**config.mk**
```make
export PLATFORM = sky130hd
export DESIGN_NAME = axis_gpio_out
export DESIGN_NICKNAME = d
export VERILOG_FILES = /design/src/rtl/axis_gpio_out.sv
export SDC_FILE = /design/constraint.sdc
export NUM_CORES = 1
export LEC_CHECK = 0
export CAP_MARGIN = 20
export CORE_MARGIN = 5
export CORE_UTILIZATION = 32
export CTS_CLUSTER_SIZE = 8
export DETAILED_ROUTE_END_ITERATION = 8
export GPL_TIMING_DRIVEN = 0
export PLACE_DENSITY_LB_ADDON = 0.05
export SLEW_MARGIN = 20
export SYNTH_ARGS = -nofsm -noshare
export SYNTH_HDL_FRONTEND = slang
export SYNTH_SLANG_ARGS = --single-unit
```
**constraint.sdc**
```tcl
create_clock -name clk -period 4 [get_ports clk]
set_input_delay 0.8 -clock clk [delete_from_list [all_inputs] [get_ports clk]]
set_output_delay 0.8 -clock clk [all_outputs]
set_load 0.005 [all_outputs]
```
**src/rtl/axis_gpio_out.sv**
```systemverilog
// axis_gpio_out
//   AXI-Stream driven GPIO output register with a minimum hold time.
//   Each accepted beat computes a new pin value from the current pins and
//   the beat operand (WRITE / SET / CLEAR / TOGGLE). When the pins actually
//   change, the block stays in HOLD for HOLD_LENGTH cycles before it accepts
//   another beat. A beat that leaves the pins unchanged starts no hold.
//
// Handshake: a beat is consumed on a rising edge where s_axis_tvalid and
//   s_axis_tready are both high. s_axis_tready never looks at s_axis_tvalid.
//   While s_axis_tready is low, tdata/tuser are ignored, and a beat held
//   valid is taken on the first edge where s_axis_tready is high.
//
// Ports:
//   clk            rising-edge clock
//   rst_n          asynchronous active-low reset
//   s_axis_tdata   [NUM_PINS] operand
//   s_axis_tuser   [2] opcode: 00 WRITE, 01 SET, 10 CLEAR, 11 TOGGLE
//   s_axis_tvalid  beat valid
//   s_axis_tready  block accepts a beat this cycle
//   gpio_out       [NUM_PINS] registered pin drive
//   busy           high while in HOLD (this is the FSM state, exposed)
//   update         one-cycle pulse on the cycle gpio_out shows a new value
module axis_gpio_out #(
  parameter int                   NUM_PINS    = 16,
  parameter int                   HOLD_LENGTH = 10,
  parameter logic [NUM_PINS-1:0]  RESET_VALUE = '0
) (
  input  logic                clk,
  input  logic                rst_n,
  input  logic [NUM_PINS-1:0] s_axis_tdata,
  input  logic [1:0]          s_axis_tuser,
  input  logic                s_axis_tvalid,
  output logic                s_axis_tready,
  output logic [NUM_PINS-1:0] gpio_out,
  output logic                busy,
  output logic                update
);

  // Wide enough for HOLD_LENGTH-1; at least one bit so HOLD_LENGTH=1 works.
  localparam int CNT_W = (HOLD_LENGTH > 1) ? $clog2(HOLD_LENGTH) : 1;
  localparam logic [CNT_W-1:0] HOLD_LOAD = CNT_W'(HOLD_LENGTH - 1);

  localparam logic [1:0] OP_WRITE  = 2'b00;
  localparam logic [1:0] OP_SET    = 2'b01;
  localparam logic [1:0] OP_CLEAR  = 2'b10;
  localparam logic [1:0] OP_TOGGLE = 2'b11;

  localparam logic [0:0] IDLE = 1'b0;
  localparam logic [0:0] HOLD = 1'b1;

  logic [0:0]          state;
  logic [CNT_W-1:0]    cnt;
  logic [NUM_PINS-1:0] next_val;
  logic                accept;
  logic                changed;

  always_comb begin
    next_val = s_axis_tdata;
    case (s_axis_tuser)
      OP_WRITE:  next_val = s_axis_tdata;
      OP_SET:    next_val = gpio_out | s_axis_tdata;
      OP_CLEAR:  next_val = gpio_out & ~s_axis_tdata;
      OP_TOGGLE: next_val = gpio_out ^ s_axis_tdata;
      default:   next_val = s_axis_tdata;
    endcase
  end

  // Ready in IDLE, or on the last cycle of a hold so back-to-back changing
  // beats land exactly HOLD_LENGTH edges apart. Gated by rst_n so nothing is
  // offered while reset is asserted.
  assign s_axis_tready = rst_n && ((state == IDLE) || (cnt == '0));
  assign accept        = s_axis_tvalid && s_axis_tready;
  assign changed       = (next_val != gpio_out);
  assign busy          = (state == HOLD);

  always_ff @(posedge clk or negedge rst_n) begin
    if (!rst_n) begin
      state    <= IDLE;
      cnt      <= '0;
      gpio_out <= RESET_VALUE;
      update   <= 1'b0;
    end else begin
      update <= 1'b0;
      if (accept) begin
        if (changed) begin
          gpio_out <= next_val;
          state    <= HOLD;
          cnt      <= HOLD_LOAD;
          update   <= 1'b1;
        end else begin
          state <= IDLE;
          cnt   <= '0;
        end
      end else if (state == HOLD) begin
        if (cnt == '0) begin
          state <= IDLE;
        end else begin
          cnt <= cnt - 1'b1;
        end
      end
    end
  end

endmodule

```
======== Yosys cells after proc, flatten, opt, wreduce, memory -nomap -nowiden ========
Cells that the tools add are included.
storage, ports and cells
  register bits after elaboration ......... 22
  latch bits .............................. 0
  RAM bits ................................ 0
  bits in read-only memories .............. 0
  input port bits ......................... 21
  output and inout bits ................... 19
  word-level logic and storage cells ...... 33
  memories ................................ 0
cells by class
  add/subtract/negate cells ............... 1
  multipliers ............................. 0
  div/mod/pow operators ................... 0
  $lt $le $gt $ge ......................... 0
  equal/unequal tests ..................... 5
  shift operators ......................... 0
  muxes and demuxes ....................... 10
  bitwise operators ....................... 5
  reductions and logical operators ........ 8
operators by type and width
  operator             count
  $pmux 16 s4          1
  $and 16x16->16       1
  $mux 4               4
  $ne 16x16->1         1
  $not 16->16          1
  $or 16x16->16        1
  $xor 16x16->16       1
  $mux 1               5
  $eq 2x2->1 const B   2
  $logic_not 4->1      1
  $reduce_and 2->1     2
  $sub 4x1->4 const B  1
  $eq 2x1->1 const B   1
  $logic_and 1x1->1    2
  $logic_not 2->1      1
  $ne 2x2->1 const B   1
  $reduce_bool 2->1    1
  $logic_or 1x1->1     1
  $not 1->1            1

======== Logic depth before layout (Yosys ltp) ========
  word-level depth ........................ 6
  gate-level depth with buffers ........... 11
  mapped depth without buffers ............ 9

======== Least setup slack after synthesis ========
Ideal clock, no wire load.
  path kind ............................... input-to-reg
  from .................................... in s_axis_tdata[0]
  to ...................................... reg gpio_out[0]
  setup time .............................. 125 ps
  arrival time ............................ 2729 ps
  data required time ...................... 3875 ps
  path slack .............................. 1146 ps
  cell stages on the path ................. 8
  path buffers ............................ 1
  cells stage by stage .................... inv_1 > ha_1 > mux4_2 > xnor2_1 > nor4_4 > a31oi_4 > buf_6 > mux2_4
on the way
  cells in the longest elaborated chain, start to end .. 5
  elaborated cells between the ends (all ways) .. 7
  those cells by class .................... eq/ne (1); mux (1); bitwise (4); reduce/logical (1)
ends and longest elaborated chain
  element                            RTL line  source
  from (decl)                        30        input logic [NUM_PINS-1:0] s_axis_tdata,
  $not 16->16                        62        OP_CLEAR: next_val = gpio_out & ~s_axis_tdata;
  $and 16x16->16                     62
  $pmux 16 s4 (*)                    59        case (s_axis_tuser)
  $ne 16x16->1                       73        assign changed = (next_val != gpio_out);
  $reduce_and 2->1 (no source line)  --
  to (signal assigned)               86        gpio_out <= next_val;
  to (decl)                          34        output logic [NUM_PINS-1:0] gpio_out,
Mark *: on every way between the ends. The rest lies on a longest branch, timed or not.
A chain may end at the register's enable or synchronous reset.

======== Final worst setup path ========
  from .................................... in s_axis_tdata[0]
  to ...................................... reg gpio_out[13]
on the way
  cells in the longest elaborated chain, start to end .. 5
  elaborated cells between the ends (all ways) .. 7
  those cells by class .................... eq/ne (1); mux (1); bitwise (4); reduce/logical (1)
ends and longest elaborated chain
  element                                RTL line
  $not 16->16                            62
  $and 16x16->16                         62
  $pmux 16 s4 (*)                        59
  $ne 16x16->1 (*)                       73
  $reduce_and 2->1 (no source line) (*)  --
Marks and branches as above.

==> results list <==
- Part of the power in combinational logic: 63.2%
* Mapped cell area: 2290 sq um
- # hold bufs at CTS: 0
- Number of vias in the routed layout: 1,636
* Area leader, netlist: sky130_fd_sc_hd__dfrtp_1
- The design draws approximately 1700 uW.
- Number of I/O port buffers: 38
- Number of synthesized flops with an enable pin: 0
- In this run, the number of DRC markers left after iteration 0 of detailed routing was 29.
* Worst endpoint required time: 4.15 ns
- The number of global-route vias before repair came to 1,721.
- Setup violations remaining at the end of the flow were counted as 0.
- Count of state elements after synthesis: 22
* Postcts setup bufs: 0
- TritonCTS built the clock tree.
- Root buffer selected by CTS: sky130_fd_sc_hd__clkbuf_8
- Counting every net in the synthesized netlist gives about 280.
- In this run, flip-flops and latches consume 28.1% of the power.
- The number of antenna violations at the first check in global routing is 0.
- Entering global routing, the biggest net connects 25 pins.
- Area growth, synth to finish: 23.4%
- The number of failing hold endpoints at the final stage was 0.
* Post-Synthesis Mean Instance Area: 9.98 sq um
* Fin Hold WS: ~0.53 ns
- Summed over all cells, the static leakage comes to about 0.0013 uW.
* Site Rows: 30
* Clock transition at the registers of the reported paths: 0.08 ns
- CP arrival: 3.46 ns
- Clock Tree Buf Depth: 2
- The repair_antennas step left the layout with diodes totalling 0.
* Placed wire-length estimate after detailed placement: 3860 um
* Sequential element share of the synthesized area: between 20% and 30%
- Switching Share: 40.2%
- For the final database, setup skew stands at 0.00446 ns.
* Result of the run: completed
- Least-Margin Pin Slew: 0.776 ns
- Setup Total Neg Slack: 0 ns
* Initial DRT Pass Iterations: 4
* F_max: 0.302 GHz
- Max capacitance violation total: 0
- Time the final worst path needs with I/O delays and setup: 3.31 ns
* Type of the worst min-delay path: input port to asynchronous set/reset pin
* Number of top-level pins: 40
* Areal power density over the cells: 583 nW/um^2
- Largest cells by area after synthesis: sky130_fd_sc_hd__dfrtp_1 (24%), sky130_fd_sc_hd__ha_1 (18%), sky130_fd_sc_hd__xnor2_1 (11%)
- Headroom to the max-slew limit came out at 48.3%.
- In the routed layout, each cell is associated on average with a via count of 4.46.
- The congestion estimate from routability-driven global placement came to 0.716.
* Net total in the final layout: 327
* Period Utilization, post-route: 82.8%
* Post-detailed-route count of antenna-violating nets: 0
- The clock drives 22 sinks.
* Highest net fanout along the worst path: 10
- In the synthesized netlist the async set-or-reset flop fraction comes to 100%.
- TritonCTS created 3 clock buffers.
- Dividing the detail-routed wire length by the instance count gives 13.8 um.
- Cells with a size suffix above 1 make up 14.0% of the layout.
- For this run the aggregate overflow at the end of global routing stands at 0.
- Int Pwr: 988 uW
* Initial core utilization: between 30 and 40%
- Chip height: 94.7 um
- Pre-CTS worst setup slack: 0.415 ns
- The core region is roughly 6900 sq um.
* Kind of critical path: input port to flip-flop
- Setup repair after global routing left no endpoint under its margin.
* Clock latency of the later-clocked register in the worst-skew pair: 0.26 ns
* Floorplan die width: 94.7 um
- The die covers 8960 sq um.
* Peak ir drop on the vdd network: 0.260 mV
- Min setup slack post-route: 0.689 ns
- Routed wire length: 5050 um
* Syn Inst Count: 230
- Switching pwr: 663 uW
- Unique masters post-synth: 30
* Leading cell type by number of instances after synthesis: sky130_fd_sc_hd__inv_1
- Proportion of power drawn by the clock network: 8.6%
* Total routing resource utilization after global routing: 12.3%
- In this run the number of H-tree levels came out at 1.
- In the synthesized netlist the dominant register cell turns out to be sky130_fd_sc_hd__dfrtp_1.
* Number of instances resized during post-cts repair: 0
- Count of unresolved DRC violations after routing: 0
- First-pass GRT wire length: 8510 um
- The commonest cells after synthesis are sky130_fd_sc_hd__inv_1 (38), sky130_fd_sc_hd__ha_1 (33), sky130_fd_sc_hd__xnor2_1 (30).
- Kind of launch point of the worst setup path: input port
- Worst setup EP type: flip-flop
- Yosys warnings: 0
- Pins Over Slew Limit: 0
* Post-synth top area share: 24.0%
## metrics by stage
| step | util [%] | cell area, sq um | cells |
|---|---|---|---|
| 6_report | 41.2 | 2830 | 367 |
| 5_1_grt | 41.2 | 2830 | 367 |
| 4_1_cts | 41.2 | 2830 | 367 |
| 3_5_place_dp | 40.6 | 2790 | 364 |
| 3_3_place_gp | 40.7 | 2800 | 364 |
| 2_1_floorplan | - | 2290 | 230 |
## critical path: stages
cell                              delay (ns)
sky130_fd_sc_hd__clkdlybuf4s50_1        0.48
sky130_fd_sc_hd__inv_1                  0.06
sky130_fd_sc_hd__ha_1                   0.29
sky130_fd_sc_hd__mux4_2                 0.51
sky130_fd_sc_hd__xnor2_1                0.26
sky130_fd_sc_hd__nor4_4                 0.09
sky130_fd_sc_hd__a31oi_4                0.40
sky130_fd_sc_hd__buf_6                  0.25
sky130_fd_sc_hd__mux2_4                 0.31
## flip-flops by register name, summed over array words and instances (netlist names)
name and count:
update 1, cnt 4, busy 1, gpio_out 16
## routing by layer
| metal | share of wire (%) | track usage (%) | vias up |
|---|---|---|---|
| met5 | 0 | 0 | - |
| met4 | 0.49 | 1.80 | 0 |
| met3 | 3.6 | 2.71 | 2 |
| met2 | 45 | 19.8 | 23 |
| met1 | 51 | 17.1 | 769 |
| li1 | - | - | 842 |
## logic make-up after synthesis
logic type	count (synthesis)	share of synthesized area, %
simple gates	34	8.29
compound gates	19	5.34
buf+inv	46	9.27
mux	45	23.3
flops	22	24.0
xor+xnor	31	11.8
fa+ha+maj	33	18.0
## placed cells by master, fill, tap and decap left out, types with 2 or more instances in the layout
master	count
sky130_fd_sc_hd__mux2_2	11
sky130_fd_sc_hd__clkdlybuf4s50_1	37
sky130_fd_sc_hd__nand4_1	3
sky130_fd_sc_hd__xnor2_1	30
sky130_fd_sc_hd__nor2_1	4
sky130_fd_sc_hd__nor4_1	2
sky130_fd_sc_hd__o21ai_0	11
sky130_fd_sc_hd__inv_1	38
sky130_fd_sc_hd__buf_6	5
sky130_fd_sc_hd__dfrtp_1	22
sky130_fd_sc_hd__mux2i_2	2
sky130_fd_sc_hd__a21oi_1	4
sky130_fd_sc_hd__buf_2	3
sky130_fd_sc_hd__ha_1	33
sky130_fd_sc_hd__clkbuf_8	3
sky130_fd_sc_hd__nand3_1	2
sky130_fd_sc_hd__nor4_2	2
sky130_fd_sc_hd__nand2_1	16
sky130_fd_sc_hd__mux2_4	5
sky130_fd_sc_hd__mux2i_1	24
sky130_fd_sc_hd__mux4_2	3
## layout make-up
class,instances,area [sq um]
inverters,38,143
multi-input cells,162,1530
flip-flops and latches,22,551
clock buffers,3,41.3
well taps,96,120
plain buffers,8,70.1
fillers,693,4040
repair buffers,38,375
## worst paths after layout
kind | startpoint | endpoint | slack, ns | depth (start not counted)
hold reg to reg | cnt[1]$_DFFE_PN0P_ | cnt[1]$_DFFE_PN0P_ | 0.55 | 2
setup / recovery | s_axis_tdata[0] | gpio_out[13]$_DFFE_PN0P_ | 0.69 | 9
max in group asynchronous | rst_n | gpio_out[13]$_DFFE_PN0P_ | 3.08 | 1
setup reg to reg | gpio_out[0]$_DFFE_PN0P_ | gpio_out[13]$_DFFE_PN0P_ | 1.30 | 8
min in group clk | cnt[1]$_DFFE_PN0P_ | cnt[1]$_DFFE_PN0P_ | 0.55 | 2
hold / removal | rst_n | gpio_out[5]$_DFFE_PN0P_ | 0.53 | 1
## power by group through the flow
stage / registers [uW] / clock network [uW] / logic (uW)
4_1_cts: 466 / 154 / 1070
3_5_place_dp: 470 / 0 / 1060
3_3_place_gp: 472 / 0 / 1050
2_1_floorplan: 454 / 0 / 719
5_1_grt: 489 / 162 / 1180
6_report: 464 / 143 / 1040
Note: power is estimated with default switching activity, not from simulation.
==> RTL edit 1: new RTL, same settings <==
Change the parameter `HOLD_LENGTH` from 10 to 9.
--- a/src/rtl/axis_gpio_out.sv
+++ b/src/rtl/axis_gpio_out.sv
@@ -24,3 +24,3 @@
   parameter int                   NUM_PINS    = 16,
-  parameter int                   HOLD_LENGTH = 10,
+  parameter int                   HOLD_LENGTH = 9,
   parameter logic [NUM_PINS-1:0]  RESET_VALUE = '0
Function: changed (a bounded check fails within 10 cycles, from zero or initial values and one cycle with rst_n low).
==> RTL edit 1 against the unedited design <==
  * Combinational power decreased by 4%
  * Total power increased by 1.9%
  * Maximum frequency about the same
  * Clock skew increased by 0.0068 ns
  * Critical endpoint is now busy$_DFF_PN0_
  * Design area about the same
  * Sequential cell count unchanged
  * Die area decreased by 0.73%
  * Setup slack improved by 0.0015 ns
  * Routed wire length decreased by 1.2%
  * First-iteration DRC count decreased by 17%
  * Synthesized area decreased by 0.82%
==> RTL edit 1: results (changes against the unedited design) <==
| Metric | Value |
|---|---|
| Met3 Wirelength | `174 um (-3.3%)` |
| HP Class | `in -> async` |
| Grt met3 use | `2.23% (-0.48 points)` |
| Vias in the first global route | `1,739 (+1.0%)` |
| Metal2 WL | `2290 um (+0.70%)` |
| Iter 0 DRT Violations | `24 (-17%)` |
| Root Driver | `clkbuf_8` |
| Ant. Diodes | `0 (unchanged)` |
| Clock power frac | `12.9% (+4.3 points)` |
| Arrival @ worst endpoint | `3.48 ns (+0.02 ns)` |
| WL met1 | `2490 um (-3.0%)` |
| Synth Area in Adders | `18.1% (+0.15 points)` |
| Ys async rst share | `100% (unchanged)` |
| Layout cells sized above 1 | `14.1% (+0.11 points)` |
| Register-to-Register Path Depth | `9 (+1)` |
| Worst r2r src | `gpio_out[2]$_DFFE_PN0P_` |
| First-pass GRT wire length | `8360 um (-1.7%)` |
| Met2 usage | `20.2% (+0.42 points)` |
| Largest registers | `gpio_out: 16 flops, cnt: 4 flops` |
| Top cells by area, synth | `dfrtp_1, ha_1, mux2_2, xnor2_1, mux2i_1` |
| Pre-antenna DRT Iters | `4 (unchanged)` |
| Post-synthesis net count | `289 (+1.8%)` |
| Post-synthesis xor/xnor area fraction | `10.3% (-1.5 points)` |
| Sequential area share after synthesis | `24.2% (+0.20 points)` |
| Sequential logic power | `0.464 mW (about the same)` |
| CTS Buf Count | `3 (unchanged)` |
| Status | `completed` |
| Warnings from Yosys | `0 (unchanged)` |
| Worst Setup SP | `s_axis_tdata[2]` |
| Routed vias/inst | `4.45 (about the same)` |
| Internal power | `1.03 mW (+4.7%)` |
| Critical Path Fanout Max | `10 (unchanged)` |
| Postcts setup bufs | `0 (unchanged)` |
| Initial antenna violation count | `0 (unchanged)` |
| Yosys cell types | `34 (+13%)` |
| Final Setup Violations | `0 (unchanged)` |
| Top Metal Used | `met4` |
| H-tree depth | `1 (unchanged)` |
| Min Hold Slack | `0.510 ns (-0.0192 ns)` |
| VDD IR max | `0.232 mV (-11%)` |
| Post-synthesis mux area share | `22.4% (-0.91 points)` |
| Tot GR Track Use | `12.1% (-0.17 points)` |
| Resize count post-CTS | `0 (unchanged)` |
| Worst setup path endpoint | `busy$_DFF_PN0_` |
| Clock skew | `0.0112 ns (+0.00677 ns)` |
| Port bufs | `37 (-2.6%)` |
| Clk slew on worst S/H paths | `0.10 ns (+0.02 ns)` |
| Slack of the worst reg-to-reg path | `1.27 ns (-0.03 ns)` |
| Synth Flop Type | `dfrtp_1` |
| Post-synth top cells | `inv_1, ha_1, xnor2_1` |
| Post-Route WL | `4990 um (-1.2%)` |
| Complex-gate fraction of the synthesized area | `5.28% (-0.066 points)` |
| GR Util met1 | `16.0% (-1.1 points)` |
| Dpl hpwl | `3780 um (-2.1%)` |
| Net count, final | `331 (+1.2%)` |
| Leak | `1.31 nW (+0.44%)` |
| Placer Congestion | `0.706 (-1.5%)` |
| Rel. slew slack | `60.7% (+12 points)` |
## RTL edit 1: critical path, stage by stage
cell and delay [ns]:
clkdlybuf4s50_1 0.48, inv_1 0.06, ha_1 0.29, mux4_1 0.53, xnor2_1 0.17, o211ai_1 0.14, nor4b_4 0.39, a21oi_4 0.19
buf_6 0.22, or2_1 0.21
## RTL edit 1: metrics by stage
step	power [mW]	area, um2	instances	worst slack, ns
after floorplan	1.13	2280	235	1.15
final	1.68	2830	372	0.691
after global placement	1.48	2770	368	0.242
after CTS	1.72	2830	372	0.664
after detailed placement	1.49	2760	368	0.370
after global routing	1.87	2830	372	0.583
## RTL edit 1: cell type report
| type | instances | area [um2] |
|---|---|---|
| clock inverters | 1 | 30.0 |
| clock buffers | 3 | 41.3 |
| well taps | 96 | 120 |
| fillers | 695 | 4040 |
| plain buffers | 8 | 57.6 |
| multi-input cells | 164 | 1510 |
| repair buffers | 37 | 365 |
| flip-flops and latches | 22 | 551 |
| inverters | 41 | 156 |
==> RTL edit 2: new RTL, same settings <==
Made on the original files. Make the reset (`rst_n`) synchronous in one clocked block. Comments in the files are not updated.
--- a/src/rtl/axis_gpio_out.sv
+++ b/src/rtl/axis_gpio_out.sv
@@ -75,3 +75,3 @@
 
-  always_ff @(posedge clk or negedge rst_n) begin
+  always_ff @(posedge clk) begin
     if (!rst_n) begin
Function: differs if rst_n is asserted again (counterexample within 4 cycles, from zero or initial values and one cycle with rst_n low); with rst_n held inactive, the same outputs for 10 cycles.
==> RTL edit 2 against the unedited design <==
  * Synthesized cell count rose by 8.3%
  * Design area down 0.49%
  * Synthesized area decreased by 1.0%
  * Routed wire length up 9.5%
  * Count of clock-buffer cells in the layout is 1 higher
  * Setup slack worse by 0.43 ns
  * Sequential cell count stayed put
  * Hold slack improved by 0.0085 ns
  * Sequential share of layout area decreased by 3.8 points
Power is not compared: it rests on default switching activity, and its combinational part moved more than twofold at a synthesized area within 25%.
==> RTL edit 2: results (changes against the unedited design) <==
| Metric | Value |
|---|---|
| Worst Setup SP | `rst_n` |
| Register-to-Register Path Depth | `9 (+1)` |
| Post-synthesis mux area share | `12.0% (-11 points)` |
| Tot GR Track Use | `12.7% (+0.48 points)` |
| Synth Flop Type | `dfxtp_1` |
| Worst Tran Pin Value | `0.610 ns (-0.166 ns)` |
| Post-synthesis net count | `303 (+6.7%)` |
| Status | `completed` |
| Ys async rst share | `0% (-100 points)` |
| Worst path max stage delay | `0.62 ns (+0.11 ns)` |
| Synthesized instance count | `249 (+8.3%)` |
| Post-Place Worst Slack | `0.00146 ns (-0.413 ns)` |
| Worst setup path endpoint | `s_axis_tready` |
| Slowest-stage cell, CP | `clkdlybuf4s50_1` |
| Iter 0 DRT Violations | `59 (+100%)` |
| Clock Latency Late Sink | `0.27 ns` |
| First-pass GRT wire length | `8830 um (+3.7%)` |
| Net count, final | `345 (+5.5%)` |
| Largest net degree at the start of global routing | `13 (-48%)` |
| CP Launch Type | `input pin` |
| Placed cells | `382 (+4.9%)` |
| Post-Route WL | `5530 um (+9.5%)` |
| Sequential area share after synthesis | `19.4% (-4.6 points)` |
| Top cells by area, synth | `dfxtp_1, ha_1, mux4_2, xnor2_1, inv_1` |
| Complex-gate fraction of the synthesized area | `18.8% (+13 points)` |
| PnR worst setup slack | `0.264 ns (-0.425 ns)` |
| HP Class | `reg -> reg` |
| Synth Area in Adders | `18.2% (+0.19 points)` |
| Clock skew | `0.0121 ns (+0.00768 ns)` |
| Worst r2r dst | `gpio_out[13]$_SDFFE_PN0P_` |
| Layout cells sized above 1 | `11.7% (-2.3 points)` |
| Post-synth top cells | `inv_1, ha_1, dfxtp_1` |
| Clk slew on worst S/H paths | `0.09 ns` |
| Dpl hpwl | `4230 um (+9.6%)` |
| Post-synthesis xor/xnor area fraction | `6.94% (-4.9 points)` |
| Placed cell areas | `0.00276 mm2 (-1.0%)` |
| Yosys cell types | `37 (+23%)` |
| Port bufs | `37 (-2.6%)` |
| Slack of the worst reg-to-reg path | `1.17 ns (-0.13 ns)` |
| Vias in the first global route | `1,757 (+2.1%)` |
| Wire per inst | `14.3 um (+4.1%)` |
| Worst r2r src | `gpio_out[1]$_SDFFE_PN0P_` |
-- RTL edit 2: area by class of cell --
class	count	area, um2
clock buffer	4	55.1
multi-input combinational	173	1570
inverter	43	164
sequential	22	440
tap	96	120
fill	694	4050
buffer	11	95.1
timing repair buffer	37	370
-- RTL edit 2: what timing repair did --
item | 4_1_cts | 5_1_grt
hold endpoints to repair | 0 | 0
setup endpoints to repair | 1 | 1
gates resized for setup | 1 | 1
-- RTL edit 2: routing by layer --
layer,vias up,GRT usage [%],wire length [um]
li1,960,-,-
met1,867,17.0,2680
met2,32,21.4,2630
met3,4,2.24,183
met4,0,2.53,47
met5,-,0,0
-- RTL edit 2: power by group through the flow --
stage                     Sequential [mW]  Combinational, mW  Clock (mW)
final                               0.258              0.286       0.167
after global routing                0.262              0.320       0.182
after CTS                           0.259              0.292       0.174
after detailed placement            0.264              0.290           0
after global placement              0.264              0.288           0
after floorplan                     0.260              0.194           0
-- RTL edit 2: worst min-delay path by stage --
stage | slack [ns] | cells past startpoint | from | to
detailed placement | 0.53 | 1 | gpio_out[10]$_SDFFE_PN0P_ | gpio_out[10]$_SDFFE_PN0P_
CTS | 0.55 | 1 | gpio_out[15]$_SDFFE_PN0P_ | gpio_out[15]$_SDFFE_PN0P_
floorplan | 0.51 | 1 | gpio_out[1]$_SDFFE_PN0P_ | gpio_out[1]$_SDFFE_PN0P_
global route | 0.57 | 1 | gpio_out[0]$_SDFFE_PN0P_ | gpio_out[0]$_SDFFE_PN0P_
finish | 0.54 | 1 | gpio_out[15]$_SDFFE_PN0P_ | gpio_out[15]$_SDFFE_PN0P_
global placement | 0.52 | 1 | gpio_out[0]$_SDFFE_PN0P_ | gpio_out[0]$_SDFFE_PN0P_
